$ cat src/rtl/input_debouncer.sv
// -----------------------------------------------------------------------------
// input_debouncer
//   Turns a noisy, possibly asynchronous level (switch, button, external line)
//   into a glitch-free level that feeds signal_in of the downstream
//   edge_detector. A candidate level is accepted only after STABLE_CNT
//   consecutive equal samples. Any disagreeing sample during qualification
//   aborts it and raises a one-cycle glitch pulse.
//
// Parameters
//   STABLE_CNT   consecutive equal samples needed to accept a level (1..2**CNT_W-1)
//   CNT_W        qualification counter width
//   RESET_LEVEL  level loaded into signal_out, the synchronizer and the FSM on reset
//
// Ports
//   clk         in   system clock, rising edge
//   reset       in   synchronous active-low reset
//   signal_raw  in   noisy input level
//   signal_out  out  debounced level (registered)
//   busy        out  1 while a candidate level is being qualified (registered)
//   glitch      out  one-cycle pulse when a qualification aborts (registered)
//
// Configuration macro
//   DEBOUNCER_SYNC_EN  defined: signal_raw passes through a 2-flop synchronizer
//                      (two extra cycles of latency).
//                      undefined: signal_raw is sampled directly, for sources
//                      that are already synchronous to clk.
// -----------------------------------------------------------------------------
module input_debouncer #(
    parameter int   STABLE_CNT  = 4,
    parameter int   CNT_W       = 8,
    parameter logic RESET_LEVEL = 1'b0
) (
    input  logic clk,
    input  logic reset,
    input  logic signal_raw,
    output logic signal_out,
    output logic busy,
    output logic glitch
);

    typedef enum logic [1:0] {
        STABLE_LO = 2'd0,
        CHK_HI    = 2'd1,
        STABLE_HI = 2'd2,
        CHK_LO    = 2'd3
    } state_t;

    localparam logic [CNT_W-1:0] LAST_CNT    = CNT_W'(STABLE_CNT - 1);
    localparam state_t           RESET_STATE = RESET_LEVEL ? STABLE_HI : STABLE_LO;

    // Sample seen by the FSM.
    logic sample;

`ifdef DEBOUNCER_SYNC_EN
    logic sync1_q;
    logic sync2_q;

    always_ff @(posedge clk) begin
        // NOTE: the synchronizer is reset to RESET_LEVEL so the FSM does not
        // see a phantom transition from a stale value right after reset.
        if (!reset) begin
            sync1_q <= RESET_LEVEL;
            sync2_q <= RESET_LEVEL;
        end else begin
            sync1_q <= signal_raw;
            sync2_q <= sync1_q;
        end
    end

    assign sample = sync2_q;
`else
    assign sample = signal_raw;
`endif

    state_t           state_q;
    logic [CNT_W-1:0] cnt_q;
    logic             out_q;
    logic             busy_q;
    logic             glitch_q;

    // In a CHK state the candidate is the level being qualified; CHK_HI is
    // only ever entered from a low output, CHK_LO from a high one.
    logic candidate;
    assign candidate = (state_q == CHK_HI);

    always_ff @(posedge clk) begin
        // NOTE: every state register uses non-blocking assignment so all of
        // them update together from the values held before this edge.
        if (!reset) begin
            state_q  <= RESET_STATE;
            cnt_q    <= '0;
            out_q    <= RESET_LEVEL;
            busy_q   <= 1'b0;
            glitch_q <= 1'b0;
        end else begin
            glitch_q <= 1'b0;
            case (state_q)
                STABLE_LO, STABLE_HI: begin
                    cnt_q <= '0;
                    if (sample != out_q) begin
                        if (STABLE_CNT == 1) begin
                            // A single sample suffices: accept immediately.
                            out_q   <= sample;
                            state_q <= sample ? STABLE_HI : STABLE_LO;
                            busy_q  <= 1'b0;
                        end else begin
                            state_q <= sample ? CHK_HI : CHK_LO;
                            cnt_q   <= CNT_W'(1);
                            busy_q  <= 1'b1;
                        end
                    end else begin
                        busy_q <= 1'b0;
                    end
                end

                CHK_HI, CHK_LO: begin
                    if (sample == candidate) begin
                        if (cnt_q == LAST_CNT) begin
                            out_q   <= candidate;
                            state_q <= candidate ? STABLE_HI : STABLE_LO;
                            cnt_q   <= '0;
                            busy_q  <= 1'b0;
                        end else begin
                            cnt_q  <= cnt_q + CNT_W'(1);
                            busy_q <= 1'b1;
                        end
                    end else begin
                        // Bounce: drop the candidate, keep the old level.
                        state_q  <= out_q ? STABLE_HI : STABLE_LO;
                        cnt_q    <= '0;
                        busy_q   <= 1'b0;
                        glitch_q <= 1'b1;
                    end
                end

                default: begin
                    state_q <= RESET_STATE;
                    cnt_q   <= '0;
                    busy_q  <= 1'b0;
                end
            endcase
        end
    end

    assign signal_out = out_q;
    assign busy       = busy_q;
    assign glitch     = glitch_q;

endmodule
$ cat config.mk
export PLATFORM = sky130hd
export DESIGN_NAME = input_debouncer
export DESIGN_NICKNAME = d
export VERILOG_FILES = /design/src/rtl/input_debouncer.sv
export SDC_FILE = /design/constraint.sdc
export NUM_CORES = 1
export LEC_CHECK = 0
export BUFFER_PORTS_ARGS = -buffer_cell sky130_fd_sc_hd__buf_2
export CAP_MARGIN = 30
export CORE_AREA = 2 2 39 41
export CTS_CLUSTER_SIZE = 24
export DETAILED_ROUTE_END_ITERATION = 6
export DIE_AREA = 0 0 41 43
export PLACE_DENSITY_LB_ADDON = 0.3
export SYNTH_ARGS = -nofsm -noshare
export SYNTH_HDL_FRONTEND = slang
export SYNTH_SLANG_ARGS = --single-unit
$ cat constraint.sdc
create_clock -name clk -period 3.1 [get_ports clk]
set_clock_uncertainty 0.1 [all_clocks]
set_input_delay 0.93 -clock clk [delete_from_list [all_inputs] [get_ports clk]]
set_output_delay 0.93 -clock clk [all_outputs]
set_load 0.01 [all_outputs]
# --- Yosys cells after proc, flatten, opt, wreduce, memory -nomap -nowiden ---
# Index checks and enable logic that the tools add are counted.
totals:
  latchBits: 0
  memories: 0
  word_cells: 36
  romBits: 0
  ram_bits: 0
  regBits: 13
  out_inout_bits: 3
classes:
  n_bitwise: 0
  addsub: 1
  shifts: 0
  n_mul: 0
  reduce_logical: 6
  n_eq_ne: 8
  n_div: 0
  n_lt_le_gt_ge: 0
  n_mux: 16
op_table:
  columns: ["cell", "n"]
  rows:
  - ["$mux W8", 2]
  - ["$pmux W8 S2", 1]
  - ["$mux W2", 6]
  - ["$add A8 B1 Y8 const B", 1]
  - ["$eq A8 B2 Y1 const B", 1]
  - ["$mux W1", 5]
  - ["$eq A2 B2 Y1 const B", 2]
  - ["$pmux W2 S2", 1]
  - ["$reduce_and A2 Y1", 2]
  - ["$reduce_or A2 Y1", 2]
  - ["$ne A3 B3 Y1 const B", 1]
  - ["$reduce_and A3 Y1", 1]
  - ["$eq A2 B1 Y1 const B", 1]
  - ["$logic_not A2 Y1", 1]
  - ["$ne A2 B2 Y1 const B", 1]
  - ["$pmux W1 S2", 1]
  - ["$eq A1 B1 Y1", 1]
  - ["$ne A1 B1 Y1", 1]

# --- Longest topological paths before layout ---
depth:
  word_depth: 5
  mapped_depth: 4
  depth_no_buf: 4

# --- Worst setup path before layout ---
# Ideal clock, no wire load.
synth_path:
  path_type: "flip-flop to flip-flop"
  startpoint: "reg cnt_q[0]"
  endpoint: "reg state_q[1]"
  path_slack_ps: 1285
  n_path_buf: 0
  t_arrival_ps: 1636
  setup_ps: 79
  stages_incl_launch_ff: 5
  cell_sequence: "dfxtp_1 -> ha_1 -> or4b_4 -> or4_1 -> o211ai_1"
synth_via:
  elab_chain_len: 3
synth_lines:
  columns: ["item", "line", "source"]
  rows:
  - ["from (decl)", "76", "logic [CNT_W-1:0] cnt_q;"]
  - ["from (signal assigned)", "124", "cnt_q <= cnt_q + CNT_W'(1);"]
  - ["$eq A8 B2 Y1", "118", "if (cnt_q == LAST_CNT) begin"]
  - ["$ne A3 B3 Y1 (no line)", null, null]
  - ["$reduce_and A2 Y1 (no line)", null, null]
  - ["to (signal assigned)", "107", "state_q <= sample ? CHK_HI : CHK_LO;"]
  - ["to (signal assigned)", "120", "state_q <= candidate ? STABLE_HI : STABLE_LO;"]
  - ["to (signal assigned)", "129", "state_q <= out_q ? STABLE_HI : STABLE_LO;"]
  - ["to (decl)", "75", "state_t state_q;"]
# No other way between the ends.
# A chain may end at the register's enable or synchronous reset.

# --- Worst setup path after layout ---
# Same ends and word-level chain as after synthesis.

==> flow_summary.yaml <==
pwr:
  p_leak_nw: 0.2343
  seqPwrFrac_pct: 59.4
  ir_drop_v: 0.0003141
  p_sw_uw: 64.04
  power_density_nw_per_um2: 475.9
  clockPowerShare_pct: 35.4
  total_power_uw: 291.2
  power.share.switching_pct: 21.99
  p_int_uw: 227.1
  pwr-share-comb_pct: 5.3
synthesis:
  syn_inst: 58
  synth_top_area_cell: "dfxtp_1"
  yosys_warnings: 0
  ys_seq_area_share_pct: 48.15
  synth-seq-cells: 13
  synthTopCellsByArea: "dfxtp_1, xor2_1, nand2_1"
  ys_types: 23
  syn_area_um2: 540.5
  syn_nets: 62
  synth_top_area_share_pct: 48.15
  syn_avg_cell_area_um2: 9.319
status:
  status: "finished clean"
clock_network:
  post_cts_resized: 0
  cts_inserted_buffers: 3
  cts_max_level: 1
  tritoncts: "yes"
  cts.sinks: 13
  post_cts_buffers: 0
  worstSkewPairLatency_ns: 0.27
  clock_path_buffers: 2
  hold_buffers: 0
  clockRootBuffer: "clkbuf_4"
  clk_pin_slew_ns: 0.08
global_routing:
  grt_pass1_vias: 376
  grt_antenna_before_repair: 0
  grt_max_degree: 9
  grt_usage_pct: 13.71
  grt.overflow.total: 0
  grt_first_pass_wirelength_um: 1538
route:
  firstDrtPassIters: 4
  drc_errors: 0
  routed_wirelength_um: 919
  vias: 434
  viasPerCell: 5.229
  antenna_left: 0
  drtIter0Drc: 6
  wl_per_cell_um: 11.07
floorplanning:
  die_h_um: 43
  num_io_pins: 6
  initial_core_util_pct: 39.06
  die_x_um: 41
  die_area_um2: 1763
  fp-row-count: 14
  coreArea_um2: 1384
critical_path:
  criticalPathCategory: "reg2reg"
  critPathArrivalTime_ns: 2.05
  cp_slowest_cell: "or4_1"
  cpPeakStageDelay_ns: 0.54
  start_kind: "register"
  path_cells: "ha_1, or4b_4, or4_1, o211ai_1"
  end_kind: "register"
  worstPathMaxFanout: 4
  startpoint: "cnt_q[0]"
  r2r-start: "cnt_q[0]"
  cp_data_required_time_ns: 3.20
cells_and_area:
  fin_util_pct: 44.21
  area_delta_synth_final_pct: 13.19
  seq_area_um2: 260.3
  drive_above_1_share_pct: 14.93
  diodes: 0
  nets: 72
  multiInputGateArea_um2: 272.8
  fill_cells: 154
  stdcell_area_um2: 611.8
  instances_no_fill: 83
sta:
  setup_violations: 0
  finalSetupTns_ns: 0
  hold_viol: 0
  drv_slew: 0
  grt_setup_unrepaired: "false"
  slew_headroom_pct: 76.82
  finalCritPeriodShare_pct: 62.82
  timing.fmax_mhz: 513.5
  worst_pin_slew_ns: 0.3467
  layout_min_cycle_time_ns: 1.948
placed_design:
  place.gp.congestion: 0.7706
  port_buffers: 5
  dp.cells: 79
  placed_area_um2: 585.6
  hpwlAfterDp_um: 678
hold_path:
  hold_path.class: "reg2reg"
  holdCritStartpoint: "cnt_q[0]"
flow_run:
  cap_violations: 0
-- final timing paths --
kind                endpoint  slack [ns]  cells after the start
setup / recovery  state_q[1]        1.15                      4
hold / removal      cnt_q[0]        0.38                      1
setup reg to reg  state_q[1]        1.15                      4
hold reg to reg     cnt_q[0]        0.38                      1
-- layer usage --
metal	wire, um	GRT usage (%)	vias to the layer above
met4	18	6.000	0
met3	53	9.424	2
li1	-	-	229
met1	432	15.96	195
met5	0	0	-
met2	414	18.75	8
-- synth_stat cells --
library cell,count
o211ai_1,1
or4b_1,1
o2111ai_1,1
xnor2_1,1
and2_1,1
nor2b_1,1
ha_1,1
nand3b_1,1
or4_1,1
o211ai_2,1
xor2_1,4
inv_1,2
o21ai_0,4
o21ai_1,1
a21oi_1,3
nand4_1,1
nand2_1,7
nor4b_1,1
nor2_1,4
or3_1,4
or4b_4,1
nand3_1,3
dfxtp_1,13
-- cells by family after synthesis --
family | count (synthesis) | share of synthesized area, %
AO/OA/AOI/OAI | 11 | 12.73
XOR/XNOR | 5 | 8.101
adder cells (fa/ha/maj) | 1 | 2.314
buffers and inverters | 2 | 1.389
flip-flops | 13 | 48.15
AND/OR/NAND/NOR | 26 | 27.32
-- critical path: cells and delay by family (launching register included) --
kind / cells / cell delay (ns)
AO/OA/AOI/OAI: 1 / 0.11
adder cells (fa/ha/maj): 1 / 0.25
flip-flops: 1 / 0.36
AND/OR/NAND/NOR: 2 / 1.06
-- sequential cells by signal (all words and copies together), names as in the netlist --
name,flops
signal_out,1
state_q,2
glitch,1
cnt_q,8
busy,1
-- placed cells by master, fill, tap and decap left out, types with 2 or more instances in the layout --
| cell | count |
|---|---|
| nand2_1 | 7 |
| nand3_1 | 3 |
| xor2_1 | 4 |
| nor2_1 | 4 |
| a21oi_1 | 3 |
| buf_2 | 5 |
| dfxtp_1 | 13 |
| or3_1 | 4 |
| o21ai_0 | 4 |
| clkbuf_4 | 3 |
| inv_1 | 2 |
-- cell type report --
| cell class | count | share of cell area (%) |
|---|---|---|
| Clock buffer | 4 | 4.294 |
| Inverter | 2 | 1.227 |
| Multi-Input combinational cell | 43 | 44.58 |
| Sequential cell | 13 | 42.54 |
| Tap cell | 16 | 3.272 |
| Timing Repair Buffer | 5 | 4.090 |
-- through the flow --
stage / worst slack [ns] / hold WS [ns]
finish: 1.152 / 0.3823
global route: 1.029 / 0.4226
CTS: 1.133 / 0.3947
detailed placement: 1.121 / 0.3702
global placement: 1.153 / 0.3708
floorplan: 1.285 / 0.3444
-- power by group through the flow --
| stage | registers [mW] | clock network, mW | logic, mW |
|---|---|---|---|
| 2_1_floorplan | 0.177 | 0 | 0.00883 |
| 3_3_place_gp | 0.177 | 0 | 0.0153 |
| 3_5_place_dp | 0.177 | 0 | 0.0155 |
| 4_1_cts | 0.173 | 0.106 | 0.0156 |
| 5_1_grt | 0.174 | 0.117 | 0.0172 |
| 6_report | 0.173 | 0.103 | 0.0153 |
(Power assumes the default switching activity.)
